**config.mk**
```make
export PLATFORM = sky130hd
export DESIGN_NAME = kbd_scan_ctrl
export DESIGN_NICKNAME = d
export VERILOG_FILES = /design/src/rtl/kbd_scan_ctrl.sv
export SDC_FILE = /design/constraint.sdc
export NUM_CORES = 1
export LEC_CHECK = 0
export ABC_AREA = 1
export CAP_MARGIN = 0
export CORE_MARGIN = 2
export CORE_UTILIZATION = 30
export CTS_CLUSTER_DIAMETER = 50
export CTS_CLUSTER_SIZE = 25
export DETAILED_ROUTE_END_ITERATION = 16
export PLACE_DENSITY_LB_ADDON = 0.12
export RECOVER_POWER = 25
export SLEW_MARGIN = 20
export SYNTH_ARGS = -nofsm -noshare
export SYNTH_HDL_FRONTEND = slang
export SYNTH_SLANG_ARGS = --single-unit
```
**constraint.sdc**
```tcl
create_clock -name clk -period 2 [get_ports clk]
set_input_delay 0.4 -clock clk [delete_from_list [all_inputs] [get_ports clk]]
set_output_delay 0.4 -clock clk [all_outputs]
set_load 0.005 [all_outputs]
```
**src/rtl/kbd_scan_ctrl.sv**
```systemverilog
// PS/2 scancode sequencer: pops FIFO bytes, strips E0/F0 prefixes, tracks the held key,
// CapsLock and typematic repeats, and strobes registered ROM ASCII. Option: KBD_SHIFT_EN.
module kbd_scan_ctrl #(
    parameter int          CNT_W     = 8,
    parameter logic [7:0]  CAPS_CODE = 8'h58
) (
    input  logic             clk,
    input  logic             clrn,
    input  logic [7:0]       data,
    input  logic             ready,
    input  logic             overflow,
    output logic             nextdata_n,
    output logic [7:0]       scan_code,
    output logic             rom_caps,
    input  logic [7:0]       ascii_in,
    output logic [7:0]       ascii_out,
    output logic             ascii_valid,
    output logic             key_down,
    output logic             capslock,
    output logic [CNT_W-1:0] key_count,
    output logic [1:0]       dbg_state_o
);

    // Handshake: a byte is taken when ready=1 is sampled in IDLE; nextdata_n is then
    // low for exactly the following cycle, and ascii_valid is a single-cycle strobe.
    typedef enum logic [1:0] {IDLE = 2'd0, POP = 2'd1, DECODE = 2'd2, LOOKUP = 2'd3} state_t;

    state_t             state_q, state_d;
    logic [7:0]         byte_q, byte_d;
    logic               nextdata_n_q, nextdata_n_d;
    logic [7:0]         scan_code_q, scan_code_d;
    logic [7:0]         ascii_q, ascii_d;
    logic               valid_q, valid_d;
    logic               key_down_q, key_down_d;
    logic               caps_q, caps_d;
    logic [CNT_W-1:0]   count_q, count_d;
    logic               brk_q, brk_d;
    logic               ext_q, ext_d;
    logic [7:0]         held_q, held_d;
    logic               fresh;
`ifdef KBD_SHIFT_EN
    logic [1:0]         shift_q, shift_d;
    logic               is_shift;
    assign is_shift = (byte_q == 8'h12) || (byte_q == 8'h59);
`endif

    // A repeat of the held key is typematic; anything else is a fresh press.
    assign fresh = !(key_down_q && (byte_q == held_q));

    always_comb begin
        state_d      = state_q;
        byte_d       = byte_q;
        nextdata_n_d = 1'b1;
        scan_code_d  = scan_code_q;
        ascii_d      = ascii_q;
        valid_d      = 1'b0;
        key_down_d   = key_down_q;
        caps_d       = caps_q;
        count_d      = count_q;
        brk_d        = brk_q;
        ext_d        = ext_q;
        held_d       = held_q;
`ifdef KBD_SHIFT_EN
        shift_d      = shift_q;
`endif
        case (state_q)
            IDLE: begin
                if (ready) begin
                    byte_d       = data;
                    nextdata_n_d = 1'b0;
                    state_d      = POP;
                end
            end
            POP: state_d = DECODE;
            DECODE: begin
                state_d = IDLE;
                if (byte_q == 8'hE0) begin
                    ext_d = 1'b1;
                end else if (byte_q == 8'hF0) begin
                    brk_d = 1'b1;
                end else if (brk_q) begin
                    if (byte_q == held_q) begin
                        key_down_d = 1'b0;
                        held_d     = 8'h00;
                    end
`ifdef KBD_SHIFT_EN
                    if (byte_q == 8'h12) shift_d[0] = 1'b0;
                    if (byte_q == 8'h59) shift_d[1] = 1'b0;
`endif
                    brk_d = 1'b0;
                    ext_d = 1'b0;
                end else if (ext_q) begin
                    held_d     = byte_q;
                    key_down_d = 1'b1;
                    if (fresh) count_d = count_q + 1'b1;
                    ext_d = 1'b0;
`ifdef KBD_SHIFT_EN
                end else if (is_shift) begin
                    if (byte_q == 8'h12) shift_d[0] = 1'b1;
                    else                 shift_d[1] = 1'b1;
`endif
                end else begin
                    held_d      = byte_q;
                    key_down_d  = 1'b1;
                    scan_code_d = byte_q;
                    if (fresh) begin
                        count_d = count_q + 1'b1;
                        if (byte_q == CAPS_CODE) caps_d = ~caps_q;
                    end
                    state_d = LOOKUP;
                end
            end
            LOOKUP: begin
                if (ascii_in != 8'h00) begin
                    ascii_d = ascii_in;
                    valid_d = 1'b1;
                end
                state_d = IDLE;
            end
            default: state_d = IDLE;
        endcase

        // Overflow means bytes were lost: drop all prefix/held context, keep counters.
        if (overflow) begin
            state_d      = IDLE;
            nextdata_n_d = 1'b1;
            ascii_d      = ascii_q;
            valid_d      = 1'b0;
            key_down_d   = 1'b0;
            held_d       = 8'h00;
            brk_d        = 1'b0;
            ext_d        = 1'b0;
            caps_d       = caps_q;
            count_d      = count_q;
`ifdef KBD_SHIFT_EN
            shift_d      = 2'b00;
`endif
        end
    end

    always_ff @(posedge clk or negedge clrn) begin
        if (!clrn) begin
            state_q      <= IDLE;
            byte_q       <= 8'h00;
            nextdata_n_q <= 1'b1;
            scan_code_q  <= 8'h00;
            ascii_q      <= 8'h00;
            valid_q      <= 1'b0;
            key_down_q   <= 1'b0;
            caps_q       <= 1'b0;
            count_q      <= '0;
            brk_q        <= 1'b0;
            ext_q        <= 1'b0;
            held_q       <= 8'h00;
`ifdef KBD_SHIFT_EN
            shift_q      <= 2'b00;
`endif
        end else begin
            state_q      <= state_d;
            byte_q       <= byte_d;
            nextdata_n_q <= nextdata_n_d;
            scan_code_q  <= scan_code_d;
            ascii_q      <= ascii_d;
            valid_q      <= valid_d;
            key_down_q   <= key_down_d;
            caps_q       <= caps_d;
            count_q      <= count_d;
            brk_q        <= brk_d;
            ext_q        <= ext_d;
            held_q       <= held_d;
`ifdef KBD_SHIFT_EN
            shift_q      <= shift_d;
`endif
        end
    end

    assign nextdata_n  = nextdata_n_q;
    assign scan_code   = scan_code_q;
    assign ascii_out   = ascii_q;
    assign ascii_valid = valid_q;
    assign key_down    = key_down_q;
    assign capslock    = caps_q;
    assign key_count   = count_q;
    assign dbg_state_o = state_q;
`ifdef KBD_SHIFT_EN
    assign rom_caps    = caps_q ^ (|shift_q);
`else
    assign rom_caps    = caps_q;
`endif

endmodule
```
==> results.json <==
{
  "cts_buffers": 5,
  "area_delta_synth_final_pct": 30.42,
  "grt_first_pass_wirelength_um": 8631,
  "r2r_slack_ns": 0.35,
  "dpl.hpwl_um": 3648,
  "power_density_nw_per_um2": 898.1,
  "first_global_vias": 1839,
  "cp_cell_sequence": "clkdlybuf4s50_1",
  "track_usage_pct": 12.62,
  "synth.avg_cell_area_um2": 8.451,
  "worstPathArrival_ns": 1.31,
  "routabilityCongestion": 0.7262,
  "die_y_um": 91.70,
  "cp_slowest_cell": "dfstp_2",
  "rows": 31,
  "yosys_warnings": 0,
  "io_buffer_count": 50,
  "critical_path_required_ns": 1.60,
  "ys_types": 27,
  "drt-initial-drc-count": 78,
  "crit_type": "register to primary output",
  "rr_worst_depth": 9,
  "grt_max_degree": 28,
  "max_stage_delay_ns": 0.53,
  "grt.busiest_layer": "met2",
  "ios": 51,
  "p_leak_nw": 1.416,
  "num_vias": 1881,
  "initial_utilization_pct": 31.47,
  "utilization_pct": 41.05,
  "cts.sinks": 48,
  "ant_nets": 0,
  "crit_path_start_kind": "register",
  "rsz0062_at_grt": "false",
  "detail_route.wl_per_cell_um": 11.71,
  "yosys-top-cells-count": "nand2_1 (85), dfrtp_1 (47), inv_1 (25), nand3_1 (20), nor2_1 (18)",
  "netlist_instances": 273,
  "final_hold_viol_count": 0,
  "dieArea_um2": 8408,
  "die_width_um": 91.70,
  "ys_seq_area_share_pct": 52.11,
  "grtUsageMet2_pct": 20.59,
  "ys_seq_elements": 48,
  "rr_startpoint": "byte_q[0]$_DFFE_PN0P_",
  "fillers": 744,
  "setup_tns_ns": 0,
  "slew_headroom_pct": 16.87,
  "synth_area_leaders": "dfrtp_1 (51%), nand2_1 (14%), nand3_1 (4.3%), inv_1 (4.1%), nand4_1 (3.3%)",
  "yosys.area.top_type_share_pct": 50.98,
  "firstDrtPassIters": 4,
  "vdd_drop_max_uv": 405.4,
  "clock_latency_ns": 0.30,
  "hold_class": "primary input to async pin",
  "synth_edf_count": 0,
  "cts_tree": "built",
  "worst_r2r_endpoint": "key_count[6]$_DFFE_PN0P_",
  "setup_viol": 0,
  "drc": 0,
  "syn-num-nets": 294,
  "cts_setup_buffers": 0,
  "cts_hold_buf": 0,
  "clk_pin_slew_ns": 0.08,
  "finalMaxSlewViolations": 0,
  "yosysMostFrequentCell": "nand2_1",
  "fmax_mhz": 585.3,
  "fin_nets": 349,
  "synthArstFlopShare_pct": 100.0,
  "yosysTopAreaCell": "dfrtp_1",
  "htreeDepth": 2,
  "ys.flop_type": "dfrtp_1",
  "crit_path_end_kind": "primary output",
  "grt_overflow": 0,
  "period_needed_ns": 1.708,
  "critPathMaxFanout": 1,
  "finClkSkew_ns": 0.008827,
  "critPathTopFamily": "flip-flops",
  "cts_resized": 0,
  "cp_num_buf_inv": 1,
  "cts_buffer_depth": 2,
  "antenna_found_initial": 0,
  "met3_usage_pct": 3.122,
  "core_area_um2": 7331,
  "min_period_over_period_pct": 85.42,
  "worstSetupStartpoint": "nextdata_n$_DFF_PN1_",
  "syn_area_um2": 2307,
  "status": "finished clean",
  "cap_violations": 0,
  "wl_um": 5002,
  "met1_usage_pct": 16.65,
  "ctsRootBufferMaster": "clkbuf_8",
  "antennaDiodeCount": 0,
  "vias_per_cell": 4.405,
  "worst_slew_pin_slew_ns": 1.247,
  "drive_gt1_share_pct": 10.98
}
[flip-flops by register name, indices dropped and copies added (netlist names), 2 cells and up]
name / count
ascii_out: 8
byte_q: 8
dbg_state_o: 2
held_q: 8
key_count: 8
scan_code: 8
[final cells by class]
type	instances	area, µm²	area share (%)
tap	99	123.9	4.116
clock inverter	1	5.005	0.1663
sequential	48	1202	39.96
clock buffer	6	72.57	2.412
inverter	30	112.6	3.742
multi-input combinational	186	933.4	31.02
timing repair buffer	57	559.3	18.59
[per-layer routing]
layer | vias to the layer above | part of all wire, %
met5 | - | 0
met4 | 0 | 1.5
met3 | 8 | 4.0
met2 | 35 | 47
met1 | 856 | 48
li1 | 982 | -
[where the power goes]
group | internal (mW) | total, mW | switching [mW]
logic | 0.465 | 0.801 | 0.336
clock network | 0.239 | 0.561 | 0.322
registers | 1.17 | 1.34 | 0.168
total | 1.88 | 2.70 | 0.826
[cells in the final DEF, fill, tap and decap left out]
cell type	synthesis	final
a21oi_1	10	10
buf_12	0	1
buf_4	1	6
clkbuf_1	0	2
clkbuf_8	0	5
clkdlybuf4s50_1	0	49
clkinv_2	0	1
dfrtp_1	47	47
dfstp_2	1	1
ha_1	1	1
inv_1	25	25
inv_2	5	5
mux2_2	1	1
nand2_1	85	85
nand2_2	1	1
nand2_4	2	2
nand3_1	20	20
nand3b_1	1	1
nand4_1	12	12
nor2_1	18	18
nor2_2	3	3
nor2_4	1	1
nor2_8	1	1
nor3_1	3	3
nor4_1	1	1
o21ai_0	10	10
o21ai_2	8	8
xnor2_1	6	6
xor2_1	2	2
[kinds of logic after synthesis]
| logic type | synth area share, % |
|---|---|
| xor+xnor | 3.037 |
| buf+inv | 7.429 |
| mux | 0.4880 |
| flops | 52.12 |
| fa+ha+maj | 0.5422 |
| simple gates | 29.01 |
| compound gates | 7.376 |
[metrics by stage]
stage / total power [mW] / setup WS, ns / cell area (µm²) / hold WS, ns / instances
after floorplan: 1.714 / 0.7029 / 2307 / 0.1044 / 273
after global placement: 2.175 / 0.2263 / 2933 / 0.4177 / 420
after detailed placement: 2.179 / 0.1766 / 2933 / 0.4085 / 420
after CTS: 2.749 / 0.2750 / 3010 / 0.08062 / 427
after global routing: 2.898 / 0.07241 / 3009 / 0.4559 / 427
final: 2.703 / 0.2916 / 3009 / 0.3415 / 427
[worst max-delay path by stage]
stage / endpoint / slack [ns] / depth (start not counted)
finish: nextdata_n / 0.29 / 1
global route: key_count[0]$_DFFE_PN0P_ / 0.07 / 9
CTS: nextdata_n / 0.27 / 1
detailed placement: held_q[6]$_DFFE_PN0P_ / 0.18 / 8
global placement: key_down$_DFFE_PN0P_ / 0.23 / 8
floorplan: key_count[3]$_DFFE_PN0P_ / 0.70 / 8
Power figures use the tool's default switching activity.
